[src/rtl/add_seq_ctrl.sv]
// add_seq_ctrl: multi-precision add/subtract sequencer.
// A single 4-bit ripple-carry slice (four bitsum cells) is time-shared
// across NIBBLES cycles, LSB nibble first, with the carry chained through
// a register between steps. Results leave over a valid/ready handshake.

// bitsum: one full-adder cell of the ripple-carry slice.
module bitsum (
  input  logic a,
  input  logic b,
  input  logic cin,
  output logic s,
  output logic cout
);
  assign s    = a ^ b ^ cin;
  assign cout = (a & b) | (cin & (a ^ b));
endmodule

module add_seq_ctrl #(
  parameter int NIBBLES = 4
) (
  input  logic                   clk,
  input  logic                   rst_n,
  input  logic                   in_valid,
  output logic                   in_ready,
  input  logic [4*NIBBLES-1:0]   in_a,
  input  logic [4*NIBBLES-1:0]   in_b,
  input  logic                   in_sub,
  output logic                   out_valid,
  input  logic                   out_ready,
  output logic [4*NIBBLES-1:0]   out_sum,
  output logic                   out_cout,
  output logic                   out_ovf
);

  localparam int W    = 4 * NIBBLES;
  localparam int IDXW = $clog2(NIBBLES);
  localparam logic [IDXW-1:0] LAST_IDX = IDXW'(NIBBLES - 1);

  typedef enum logic [1:0] {
    IDLE = 2'd0,
    RUN  = 2'd1,
    DONE = 2'd2
  } state_t;

  state_t          state_reg;
  state_t          state_next;

  logic [W-1:0]    a_reg;
  logic [W-1:0]    b_reg;      // already inverted for subtract
  logic [W-1:0]    sum_reg;
  logic            carry_reg;
  logic [IDXW-1:0] idx_reg;
  logic            cout_reg;
  logic            ovf_reg;

  logic            accept;
  logic            last_step;
  logic [3:0]      a_nib;
  logic [3:0]      b_nib;
  logic [3:0]      s_nib;
  logic            slice_cout;

  assign accept    = in_valid && (state_reg == IDLE);
  assign last_step = (state_reg == RUN) && (idx_reg == LAST_IDX);

  // Current nibble of each operand feeds the shared slice.
  assign a_nib = a_reg[{idx_reg, 2'b00} +: 4];
  assign b_nib = b_reg[{idx_reg, 2'b00} +: 4];

  // Ripple chain: each cell owns its carry nets so no vector feeds itself.
  for (genvar gi = 0; gi < 4; gi++) begin : g_cell
    logic ci;
    logic co;
    if (gi == 0) begin : g_first
      assign ci = carry_reg;
    end else begin : g_rest
      assign ci = g_cell[gi-1].co;
    end
    bitsum u_bitsum (
      .a    (a_nib[gi]),
      .b    (b_nib[gi]),
      .cin  (ci),
      .s    (s_nib[gi]),
      .cout (co)
    );
  end

  assign slice_cout = g_cell[3].co;

  // State register.
  always_ff @(posedge clk or negedge rst_n) begin
    if (!rst_n) begin
      state_reg <= IDLE;
    end else begin
      state_reg <= state_next;
    end
  end

  // Next-state and handshake outputs.
  always_comb begin
    state_next = state_reg;
    in_ready   = 1'b0;
    out_valid  = 1'b0;
    case (state_reg)
      IDLE: begin
        in_ready = 1'b1;
        if (in_valid) state_next = RUN;
      end
      RUN: begin
        if (idx_reg == LAST_IDX) state_next = DONE;
      end
      DONE: begin
        out_valid = 1'b1;
        if (out_ready) state_next = IDLE;
      end
      default: state_next = IDLE;
    endcase
  end

  // Operand capture on accept, then one nibble step per RUN cycle.
  always_ff @(posedge clk or negedge rst_n) begin
    if (!rst_n) begin
      a_reg     <= '0;
      b_reg     <= '0;
      sum_reg   <= '0;
      carry_reg <= 1'b0;
      idx_reg   <= '0;
      cout_reg  <= 1'b0;
      ovf_reg   <= 1'b0;
    end else if (accept) begin
      a_reg     <= in_a;
      b_reg     <= in_sub ? ~in_b : in_b;
      carry_reg <= in_sub;  // +1 completes the two's-complement negate
      idx_reg   <= '0;
      sum_reg   <= '0;
    end else if (state_reg == RUN) begin
      sum_reg[{idx_reg, 2'b00} +: 4] <= s_nib;
      carry_reg <= slice_cout;
      idx_reg   <= idx_reg + 1'b1;
      if (last_step) begin
        cout_reg <= slice_cout;
        // Overflow: like-signed operands producing a differently-signed result.
        ovf_reg  <= (a_reg[W-1] == b_reg[W-1]) && (s_nib[3] != a_reg[W-1]);
      end
    end
  end

  assign out_sum  = sum_reg;
  assign out_cout = cout_reg;
  assign out_ovf  = ovf_reg;

endmodule

[config.mk]
export PLATFORM = sky130hd
export DESIGN_NAME = add_seq_ctrl
export DESIGN_NICKNAME = d
export VERILOG_FILES = /design/src/rtl/add_seq_ctrl.sv
export SDC_FILE = /design/constraint.sdc
export NUM_CORES = 1
export LEC_CHECK = 0
export BUFFER_PORTS_ARGS = -buffer_cell sky130_fd_sc_hd__buf_2
export CORE_MARGIN = 3
export CORE_UTILIZATION = 38
export DETAILED_ROUTE_END_ITERATION = 6
export PLACE_DENSITY = 0.65
export RECOVER_POWER = 100
export REMOVE_ABC_BUFFERS = 1
export SLEW_MARGIN = 20
export SYNTH_ARGS = -nofsm -noshare
export SYNTH_HDL_FRONTEND = slang
export SYNTH_SLANG_ARGS = --single-unit
[constraint.sdc]
create_clock -name clk -period 4.8 [get_ports clk]
set_input_delay 0 -clock clk [delete_from_list [all_inputs] [get_ports clk]]
set_output_delay 0 -clock clk [all_outputs]
set_load 0.1 [all_outputs]
======== Word level (Yosys, flattened, before mapping) ========
Index checks and enable logic that the tools add are counted.
word-level totals
  flip-flop bits (word level) ............. 55
  bits of input ports ..................... 37
  output and inout port bits .............. 20
  logic and storage cells ................. 65
operators by class
  $add $sub $neg .......................... 2
  eq/ne operators ......................... 8
  shift operators ......................... 4
  multiplexer cells ....................... 14
  bitwise operators ....................... 22
  reduce and logical (&&, ||, !) cells .... 7
operators by type and width
  cell                      count
  $mux W16                  3
  $shiftx A16 B5 Y4         2
  $bwmux W16                1
  $not A16 Y16              1
  $shift A4 B6 Y16 const A  1
  $shiftx A4 B6 Y16         1
  $mux W2                   5
  $and A1 B1 Y1             8
  $xor A1 B1 Y1             8
  $ne A2 B2 Y1 const B      3
  $neg A4 Y6                1
  $pmux W2 S3               1
  $reduce_and A3 Y1         2
  $eq A2 B2 Y1 const B      2
  $mux W1                   4
  $or A1 B1 Y1              4
  $logic_and A1 B1 Y1       3
  $add A2 B1 Y2 const B     1
  $eq A2 B1 Y1 const B      1
  $logic_not A2 Y1          1
  $reduce_bool A2 Y1        1
  $eq A1 B1 Y1              1
  $ne A1 B1 Y1              1
  $not A1 Y1                1

======== Logic depth before layout (Yosys ltp) ========
Gate-level depths: netlist (run 1).
  depth after elaboration ................. 13
  depth in mapped cells ................... 13
  gate-level depth less buffers ........... 12

======== Cells and area by module ========
From an unflattened synthesis (run 1), not the netlist that was laid out.
unflattened totals
  cell total of the unflattened synthesis .. 201
  area, all modules ....................... 2657.5 um^2
modules (own cells, without submodules)
  module        times used  cells each  area each (um^2)  seq. area each (um^2)
  add_seq_ctrl  1           197         2577.5            1376.3
  bitsum        4           1           20.0              0.0

======== Worst setup path before layout (run 1) ========
No wires, ideal clock.
  kind .................................... reg-to-reg
  from .................................... register idx_reg[0]
  to ...................................... register ovf_reg, in the netlist out_ovf
  arrival time ............................ 2.930 ns
  slack ................................... 1.742 ns
  cell stages (with the launch flop) ...... 14
  buffers on the path ..................... 1
  path through ............................ dfrtp_1 buf_4 mux4_2 inv_1 fa_1 inv_1 fa_1 inv_1 fa_1 inv_1 fa_1 and3b_1 a21oi_1 o21ai_0
on the way
  longest elaborated chain between the ends .. 11
  elaborated cells on any way between the ends .. 21
  classes of those cells .................. 2 x eq/ne; 2 x shift; 14 x bitwise; 3 x reduce/logical
RTL lines
  what                                         RTL line  source
  from (decl)                                  52        logic [IDXW-1:0] idx_reg;
  from (signal assigned)                       139       idx_reg <= idx_reg + 1'b1;
  $shiftx A16 B5 Y4, on equally long branches  67, 68
  $xor A1 B1 Y1                                15        assign cout = (a & b) | (cin & (a ^ b));
  $and A1 B1 Y1                                15
  $or A1 B1 Y1                                 15
  $and A1 B1 Y1                                15
  $or A1 B1 Y1                                 15
  $and A1 B1 Y1                                15
  $or A1 B1 Y1                                 15
  $xor A1 B1 Y1                                14        assign s = a ^ b ^ cin;
  $ne A1 B1 Y1                                 143       ovf_reg <= (a_reg[W-1] == b_reg[W-1]) && (s_nib[3] != a_reg[W-1]);
  $logic_and A1 B1 Y1                          143
  to (signal assigned)                         143
  to (decl)                                    54        logic ovf_reg;
Several ways; a longest one is shown, not always the timed one.
A chain may end at the register's enable or synchronous reset.

======== Worst setup path after layout (run 1) ========
Ends and elaborated chain as after synthesis.

==> results of run 1 <==
-- final cells by class --
type	count	share of cell area, %
sequential	55	40.2
clock buffer	7	2.23
clock inverter	1	0.146
multi-input combinational	173	34.8
timing repair buffer	94	18.0
tap	93	3.40
inverter	11	1.21
-- per-stage QoR --
stage / util [%] / cell area, um^2 / cells / total power [mW]
after floorplan: - / 2610 / 239 / 1.96
after global placement: 46.0 / 3040 / 392 / 2.31
after detailed placement: 46.0 / 3040 / 392 / 2.34
after CTS: 52.4 / 3460 / 434 / 2.62
after global routing: 51.8 / 3420 / 434 / 2.78
final: 51.8 / 3420 / 434 / 2.56
-- repair_timing --
action | CTS | global route
hold buffers | 34 | 0
endpoints found under the hold margin | 88 | 0
gates resized for setup | 0 | 0
setup buffers | 0 | 0
-- path summary, 6_finish.rpt --
path                       startpoint    endpoint  slack [ps]  cells past startpoint
min in group asynchronous       rst_n  out_sum[8]        1260                      3
max                        idx_reg[0]     out_ovf        1280                     10
max in group asynchronous       rst_n    b_reg[2]        1910                      3
min                            in_sub    b_reg[7]         240                      3
max reg2reg                idx_reg[0]     out_ovf        1280                     10
min reg2reg                  b_reg[0]    b_reg[0]         480                      2
-- cell families after synthesis --
group	share of synthesized area [%]
adder cells (fa/ha/maj)	4.86
XOR/XNOR	5.23
multiplexers	7.14
AND/OR/NAND/NOR	16.6
buffers and inverters	4.20
flip-flops	51.4
AO/OA/AOI/OAI	10.6
-- synth_stat cells, drive strengths merged --
cell type | n | area share [%]
a21o | 3 | 0.84
a21oi | 1 | 0.19
a221o | 1 | 0.37
a22o | 6 | 2.0
a32o | 2 | 0.75
and3 | 2 | 0.65
and3b | 2 | 0.65
buf | 9 | 2.0
clkbuf | 5 | 0.70
dfrtp | 55 | 51
fa | 4 | 3.0
ha | 4 | 1.9
inv | 11 | 1.5
mux2 | 1 | 0.42
mux4 | 8 | 6.7
nand2 | 70 | 9.8
nand2b | 4 | 0.93
nand3 | 5 | 0.93
nand3b | 2 | 1.0
nor2 | 5 | 0.70
nor2b | 1 | 0.23
nor3 | 3 | 0.56
nor3b | 1 | 0.28
o21ai | 20 | 3.7
o2bb2ai | 6 | 2.0
o31ai | 3 | 0.84
or3 | 2 | 0.47
or3b | 1 | 0.33
xnor2 | 16 | 5.2
-- power groups by stage --
| stage | logic, mW | registers [mW] | clock network (mW) |
|---|---|---|---|
| floorplan | 0.770 | 1.19 | 0 |
| global placement | 1.49 | 0.829 | 0 |
| detailed placement | 1.51 | 0.834 | 0 |
| CTS | 1.53 | 0.827 | 0.255 |
| global route | 1.64 | 0.860 | 0.277 |
| finish | 1.49 | 0.825 | 0.249 |
-- layer usage --
layer	up-vias	track usage, %	routed length (um)
met5	-	0	0
met2	49	25.6	2790
li1	1021	-	-
met3	6	3.09	247
met4	0	3.95	55
met1	958	22.0	2760
-- worst min-delay path: stages --
cell     delay (ps)
buf_2           250
xnor2_1         200
o21ai_0          60
==> impl_metrics.env, run 1 <==
export IMPL_path_max_fanout=13
export IMPL_cts_tree="yes"
export IMPL_grt_pass1_wl_um=10500
export IMPL_grt_usage_pct=15.8
export IMPL_power_internal_mw=1.24
export IMPL_synthToLayoutAreaGrowth_pct=27.6
export IMPL_antenna_found_initial=0
export IMPL_dp_final_hpwl_um=4050
export IMPL_drv_cap=2
export IMPL_hold_viol=0
export IMPL_p_per_area_mw_per_mm2=750
export IMPL_status="finished, violations left"
export IMPL_failed_checks="capacitance limit, slew limit"
export IMPL_regArea_mm2=0.00138
export IMPL_p_comb_share_pct=58.1
export IMPL_ys_warn_count=0
export IMPL_netlist_instances=253
export IMPL_yosysSeqAreaShare_pct=51.4
export IMPL_avgSynthCellArea_um2=10.6
export IMPL_overflow=0
export IMPL_drive_gt1_share_pct=15.8
export IMPL_cts_root_buffer="clkbuf_8"
export IMPL_tightest_slew_ps=2890
export IMPL_power_frac_seq_pct=32.2
export IMPL_p_leak_nw=1.62
export IMPL_hp_class="in2reg"
export IMPL_startpoint_type="flip-flop"
export IMPL_whs_ps=241
export IMPL_swShare_pct=51.7
export IMPL_wl_per_cell_um=13.5
export IMPL_crit_path_cell_trace="clkbuf_1 > mux4_2 > fa_1 > inv_1 > fa_1 > inv_1 > fa_1 > and3b_1 > a21oi_1 > o21ai_0"
export IMPL_cp_end_kind="flip-flop"
export IMPL_cpLargestDelayFamily="adder cells"
export IMPL_numCtsBuffers=5
export IMPL_multiInputGateArea_mm2=0.00119
export IMPL_dieArea_mm2=0.00810
export IMPL_n_fill_cell=628
export IMPL_fp_row_count=29
export IMPL_drc=0
export IMPL_fin_tns_setup_ps=0
export IMPL_period_minus_slack_ps=3520
export IMPL_slew_viol_final=111
export IMPL_rsz0062_at_grt="false"
export IMPL_via_per_inst=4.69
export IMPL_cts_clk_slew_worst_paths_ps=90
export IMPL_grt_pass1_vias=2146
export IMPL_crit_path_frequent_cell="fa_1"
export IMPL_critical_path_class="reg2reg"
export IMPL_syn_area_mm2=0.00268
export IMPL_start_util_pct=40.6
export IMPL_ioPinCount=57
export IMPL_die_h_um=90.0
export IMPL_die_w_um=90.0
export IMPL_finalClockSkew_ps=2.10
export IMPL_num_antenna_cells=0
export IMPL_clkSinkCount=55
export IMPL_layout_nets=385
export IMPL_path_buf_inv=3
export IMPL_slew_headroom_pct=-92.9
export IMPL_finalSetupViolations=0
export IMPL_htreeDepth=2
export IMPL_portBuffers=56
export IMPL_drt_iter0_drc=81
export IMPL_drtPass1Iterations=4
export IMPL_critical_path_max_stage_delay_ps=610
export IMPL_final_common_cell="nand2_1"
export IMPL_required_ps=4990
export IMPL_cpMaxStageDelayCell="mux4_2"
export IMPL_core_mm2=0.00660
export IMPL_clock_latency_ps=310
export IMPL_wl_um=5850
export IMPL_grt_max_degree=56
export IMPL_ant_nets=0
export IMPL_crit_arrival_ps=3720
export IMPL_clkPwrFrac_pct=9.7
export IMPL_post_place_ws_ps=1660
export IMPL_synth_cell_types=32
export IMPL_vias=2034
export IMPL_synth_ff_latch_count=55
export IMPL_globalplace_congestion=0.821
export IMPL_ir_drop_uv=247
export IMPL_max_freq_ghz=0.284
export IMPL_finalCritPeriodShare_pct=73.4
export IMPL_netSwitchingPower_mw=1.33
export IMPL_layout_common_cells="nand2_1 (70), dfrtp_1 (55), buf_2 (36), dlygate4sd3_1 (34), clkbuf_1 (25)"
export IMPL_finalWorstSetupSlack_ps=1280
export IMPL_clock_path_buffers=2
Power figures use the tool's default switching activity.
==> inputs of run 2 (changes only) <==
--- a/config.mk
+++ b/config.mk
@@ -5,11 +5,12 @@
 export SDC_FILE = /design/constraint.sdc
 export NUM_CORES = 1
 export LEC_CHECK = 0
+export ABC_AREA = 1
 export BUFFER_PORTS_ARGS = -buffer_cell sky130_fd_sc_hd__buf_2
 export CORE_MARGIN = 3
 export CORE_UTILIZATION = 38
 export DETAILED_ROUTE_END_ITERATION = 6
-export PLACE_DENSITY = 0.65
+export PLACE_DENSITY = 0.67
 export RECOVER_POWER = 100
 export REMOVE_ABC_BUFFERS = 1
 export SLEW_MARGIN = 20
==> constraint.sdc (replaced) <==
create_clock -name clk -period 3 [get_ports clk]
set_input_delay 0 -clock clk [delete_from_list [all_inputs] [get_ports clk]]
set_output_delay 0 -clock clk [all_outputs]
set_load 0.1 [all_outputs]
==> impl_metrics.env, run 2 <==
export IMPL_status="finished clean"
export IMPL_globalplace_congestion=0.822
export IMPL_post_place_ws_ps=206
export IMPL_finalWorstSetupSlack_ps=264
export IMPL_startpoint_type="flip-flop"
export IMPL_cpMaxStageDelayCell="fa_1"
export IMPL_post_place_cells=485
export IMPL_die_w_um=92.4
export IMPL_cts_setup_buffers=0
export IMPL_async_reset_ff_share_pct=100
export IMPL_drive_gt1_share_pct=12.8
export IMPL_post_synth_top_count_cell="nand2_1"
export IMPL_yosys_top_cells_area="dfrtp_1 (49%), nand2_1 (17%), xnor2_1 (4.9%)"
export IMPL_tightest_slew_ps=1460
export IMPL_yosysSeqAreaShare_pct=48.5
export IMPL_hold_viol=0
export IMPL_required_ps=3220
export IMPL_p_leak_nw=1.82
export IMPL_finalCritPeriodShare_pct=91.2
export IMPL_ant_nets=0
export IMPL_met1_usage_pct=22.4
export IMPL_dieArea_mm2=0.00854
export IMPL_clock_path_buffers=2
export IMPL_final_common_cell="nand2_1"
export IMPL_cts_tree="yes"
export IMPL_drt_iter0_drc=99
export IMPL_met2_usage_pct=26.4
export IMPL_n_fill_cell=711
export IMPL_core_mm2=0.00702
export IMPL_clkSinkCount=55
export IMPL_numCtsBuffers=5
export IMPL_rsz0062_at_grt="false"
export IMPL_cts_root_buffer="clkbuf_8"
export IMPL_syn_area_mm2=0.00284
export IMPL_synthToLayoutAreaGrowth_pct=25.5
export IMPL_dp_final_hpwl_um=4520
export IMPL_period_minus_slack_ps=2740
export IMPL_critical_path_max_stage_delay_ps=430
export IMPL_crit_arrival_ps=2950
export IMPL_finalClockSkew_ps=7.69
export IMPL_grt_pass1_wl_um=11300
export IMPL_fin_tns_setup_ps=0
export IMPL_ys_warn_count=0
export IMPL_wl_per_cell_um=12.3
export IMPL_finalSetupViolations=0
export IMPL_avgSynthCellArea_um2=8.30
export IMPL_critical_path_class="reg2reg"
export IMPL_cp_end_kind="flip-flop"
export IMPL_slew_headroom_pct=2.58
export IMPL_crit_path_cell_trace="buf_4 > nand2_1 > nand3_1 > nand2_1 > fa_1 > inv_1 > fa_1 > inv_1 > fa_1 > inv_1 > fa_1 > inv_1 > o21ai_0 > nand3_1 > nand2_1"
export IMPL_path_buf_inv=5
export IMPL_grt_busiest_layer="met2"
export IMPL_clock_latency_ps=310
export IMPL_synth_ff_latch_count=55
export IMPL_synth_commonest_cells="nand2_1 (128), dfrtp_1 (55), nand3_1 (23), nor2_1 (23), o21ai_0 (23)"
export IMPL_synth_cell_types=26
export IMPL_synth_edf_count=0
export IMPL_ys_flop_type="dfrtp_1"
export IMPL_die_h_um=92.4
export IMPL_slew_viol_final=0
export IMPL_portBuffers=56
export IMPL_use_met3_pct=2.92
export IMPL_grt_usage_pct=16.3
export IMPL_fp_row_count=30
export IMPL_num_antenna_cells=0
export IMPL_instances_no_fill=527
export IMPL_post_synth_top_area_cell="dfrtp_1"
export IMPL_grt_max_degree=67
export IMPL_drv_cap=0
export IMPL_netlist_instances=342
export IMPL_vias=2477
export IMPL_ir_drop_uv=485
export IMPL_htreeDepth=2
export IMPL_max_freq_ghz=0.366
export IMPL_drc=0
export IMPL_start_util_pct=40.4
export IMPL_cpLargestDelayFamily="adder cells"
export IMPL_path_max_fanout=12
export IMPL_wl_um=6490
export IMPL_cts_clk_slew_worst_paths_ps=100
export IMPL_ioPinCount=57
export IMPL_via_per_inst=4.70
export IMPL_antenna_found_initial=0
export IMPL_layout_nets=475
export IMPL_grt_pass1_vias=2467
export IMPL_overflow=0
export IMPL_hp_class="in2reg"
export IMPL_netlist_area_leader_share_pct=48.5
export IMPL_p_per_area_mw_per_mm2=1210
export IMPL_drtPass1Iterations=4
export IMPL_layout_common_cells="nand2_1 (128), dfrtp_1 (54), buf_2 (35), dlygate4sd3_1 (34), o21ai_0 (29)"
run 2: changes by cell type in the layout (fill, tap and decap cells not counted), moves of 4 or more:
cell,change
nor2_1,+19
nand2b_1,-4
nand2_1,+58
o21ai_0,+9
o2bb2ai_1,-6
o22ai_1,+4
nand4_1,+5
clkbuf_1,-4
mux4_2,-8
a22o_1,-6
inv_1,+12
nand3_1,+18
buf_4,+5
run 2: cells by family after synthesis:
kind of cell	Yosys count	share of synthesized area, %
AO/OA/AOI/OAI	37	7.05
flip-flops	55	48.5
XOR/XNOR	16	4.94
buffers and inverters	41	8.02
AND/OR/NAND/NOR	185	26.9
adder cells (fa/ha/maj)	8	4.59
run 2: area by class of cell:
type / instances / area (um^2) / share of cell area [%]
clock buffers: 5 / 68.8 / 1.93
clock inverters: 3 / 43.8 / 1.23
inverters: 25 / 93.8 / 2.63
multi-input cells: 246 / 1210 / 34.1
flip-flops and latches: 55 / 1380 / 38.7
well taps: 96 / 120 / 3.37
repair buffers: 97 / 644 / 18.1
run 2: what timing repair did:
action                                  4_1_cts  5_1_grt
hold buffers                                 34        0
endpoints found under the setup margin        0        1
resized for setup                             0        1
hold endpoints to repair                     58        0
run 2: worst paths after layout:
kind	start	end	slack [ps]	depth (start not counted)
setup / recovery	idx_reg[0]	out_ovf	260	15
hold / removal	in_valid	carry_reg	110	4
setup reg to reg	idx_reg[0]	out_ovf	260	15
hold reg to reg	out_sum[2]	out_sum[2]	490	2
max in group asynchronous	rst_n	idx_reg[1]	960	3
min in group asynchronous	rst_n	out_sum[12]	550	2
run 2: tightest hold or removal path, cell delays in order:
cell and delay (ps):
buf_2 90, o21ai_0 140, nand2_1 90, nand3_1 70
run 2: metal layers:
layer / share of wire [%] / routed length (um) / vias to the layer above
met1: 46 / 2990 / 1156
met3: 4.9 / 316 / 12
met2: 47 / 3060 / 59
li1: - / - / 1250
met5: 0 / 0 / -
met4: 1.9 / 120 / 0
run 2: power by group:
part / switching (mW) / internal [mW]
registers: 0.209 / 1.07
clock network: 0.252 / 0.249
logic: 1.84 / 0.685
run 2: metrics by stage:
stage / hold WS, ps / utilization, % / power [mW] / area, um^2
6_report: 114 / 50.7 / 4.30 / 3560
5_1_grt: 182 / 50.7 / 4.72 / 3560
2_1_floorplan: -296 / - / 3.20 / 2700
4_1_cts: 136 / 51.4 / 4.39 / 3610
3_3_place_gp: 30.9 / 45.0 / 3.81 / 3160
3_5_place_dp: 43.0 / 45.0 / 3.85 / 3160
==> inputs of run 3 (changes only) <==
--- a/config.mk
+++ b/config.mk
@@ -5,8 +5,9 @@
 export SDC_FILE = /design/constraint.sdc
 export NUM_CORES = 1
 export LEC_CHECK = 0
-export ABC_AREA = 1
+export ABC_AREA = 0
 export BUFFER_PORTS_ARGS = -buffer_cell sky130_fd_sc_hd__buf_2
+export CORE_ASPECT_RATIO = 0.5
 export CORE_MARGIN = 3
 export CORE_UTILIZATION = 38
 export DETAILED_ROUTE_END_ITERATION = 6
==> impl_metrics.env, run 3 (same netlist as run 1, synthesis figures left out) <==
export IMPL_die_w_um=125
export IMPL_fin_area_mm2=0.00343
export IMPL_drc=0
export IMPL_fp_row_count=20
export IMPL_overflow=0
export IMPL_slew_headroom_pct=-36.5
export IMPL_die_h_um=65.4
export IMPL_ant_nets=0
export IMPL_cp_end_kind="flip-flop"
export IMPL_status="finished, violations left"
export IMPL_critical_path_class="reg2reg"
export IMPL_required_ps=3180
export IMPL_synthToLayoutAreaGrowth_pct=27.9
export IMPL_placed_area_mm2=0.00306
export IMPL_period_minus_slack_ps=2870
export IMPL_dp_final_hpwl_um=4380
export IMPL_cts_tree="yes"
export IMPL_dieArea_mm2=0.00816
export IMPL_reg2reg_from="idx_reg[0]"
export IMPL_regArea_mm2=0.00138
export IMPL_rsz0062_at_grt="false"
export IMPL_wl_per_cell_um=14.6
export IMPL_hold_viol=0
export IMPL_core_mm2=0.00643
export IMPL_start_util_pct=41.7
export IMPL_drive_gt1_share_pct=21.6
export IMPL_reg2regPathDepth=11
export IMPL_crit_arrival_ps=3040
export IMPL_final_common_cell="nand2_1"
export IMPL_antenna_found_initial=0
export IMPL_slew_viol_final=40
export IMPL_layout_nets=377
export IMPL_ioPinCount=57
export IMPL_min_from="in_b[1]"
export IMPL_htreeDepth=2
export IMPL_wl_um=6160
export IMPL_post_place_ws_ps=14.6
export IMPL_path_max_fanout=5
export IMPL_drv_cap=1
export IMPL_num_antenna_cells=0
export IMPL_grt_max_degree=40
export IMPL_clkSinkCount=55
export IMPL_r2r_slack_ps=130
export IMPL_clock_latency_ps=290
export IMPL_failed_checks="capacitance limit, slew limit"
export IMPL_cts_root_buffer="clkbuf_16"
export IMPL_vias=2032
export IMPL_finalSetupViolations=0
export IMPL_globalplace_congestion=0.817
export IMPL_tightest_slew_ps=2050
export IMPL_drtPass1Iterations=4
export IMPL_via_per_inst=4.83
export IMPL_portBuffers=56
export IMPL_finalWorstSetupSlack_ps=133
export IMPL_grt_usage_pct=15.5
export IMPL_multiInputGateArea_mm2=0.00120
export IMPL_finalClockSkew_ps=3.39
export IMPL_layout_common_cells="nand2_1 (70), dfrtp_1 (53), buf_2 (37), dlygate4sd3_1 (22)"
export IMPL_whs_ps=1.57
export IMPL_numCtsBuffers=5
export IMPL_clock_path_buffers=2
export IMPL_startpoint_type="flip-flop"
export IMPL_drt_iter0_drc=179
export IMPL_grt_pass1_wl_um=10200
export IMPL_hold_path_endpoint="b_reg[1]"
export IMPL_post_place_cells=390
export IMPL_hp_class="in2reg"
export IMPL_min_path_cells=3
export IMPL_grt_pass1_vias=2079
export IMPL_instances_no_fill=421
export IMPL_r2r_end="out_sum[11]"
export IMPL_n_fill_cell=562
export IMPL_max_freq_ghz=0.349
export IMPL_finalCritPeriodShare_pct=95.6
export IMPL_cts_clk_slew_worst_paths_ps=70
-- run 3: cell count changes in the layout (fill, tap and decap cells not counted), moves of 10 or more --
| cell | previous run | this run |
|---|---|---|
| nand2_1 | 128 | 70 |
| o21ai_0 | 29 | 19 |
| nor2_1 | 24 | 5 |
| nand3_1 | 23 | 5 |
| dlygate4sd3_1 | 34 | 22 |
| inv_1 | 23 | 8 |
-- run 3: worst max-delay path, cell delays in order, from the launching register on --
cell     delay [ps]
dfrtp_2         450
mux4_2          360
inv_2            40
fa_1            380
inv_1            80
fa_2            180
inv_1            50
fa_2            330
inv_2            70
fa_1            430
buf_4           170
a32o_1          220
-- run 3: what timing repair did --
action	CTS	global route
resized for setup	0	8
endpoints found under the setup margin	0	5
hold endpoints to repair	59	0
setup buffers	0	1
hold buffers	22	0
-- run 3: per-stage QoR --
step	util [%]	setup TNS [ps]
after floorplan	-	-155
after global placement	47.5	0
after detailed placement	47.5	0
after CTS	53.4	0
after global routing	53.3	0
final	53.3	0
-- run 3: worst max path at each step --
stage / slack [ps] / end / from / cells past startpoint
3_5_place_dp: 10 / out_ovf / idx_reg[0] / 12
5_1_grt: 4 / out_ovf / idx_reg[0] / 12
4_1_cts: 5 / out_ovf / idx_reg[0] / 12
2_1_floorplan: -150 / out_ovf / idx_reg[0] / 12
3_3_place_gp: 140 / out_ovf / idx_reg[0] / 12
6_report: 130 / out_sum[11] / idx_reg[0] / 11
-- run 3: metal layers --
layer / vias to the layer above / share of wire (%) / GRT usage (%)
met1: 970 / 48 / 21.4
met4: 0 / 0.76 / 3.28
li1: 1001 / - / -
met5: - / 0 / 0
met3: 5 / 5.9 / 3.08
met2: 56 / 46 / 25.7
-- run 3: layout make-up --
type                       instances  share of cell area [%]
clock buffer                       7                    4.45
clock inverter                     1                   0.219
inverter                          11                    1.20
multi-input combinational        173                    35.0
sequential                        55                    40.2
tap                               88                    3.21
timing repair buffer              86                    15.7
Power of run 3 is left out: the tool's default activity adds up to more than one toggle a clock period on the data nets, which glitch-free logic cannot reach.
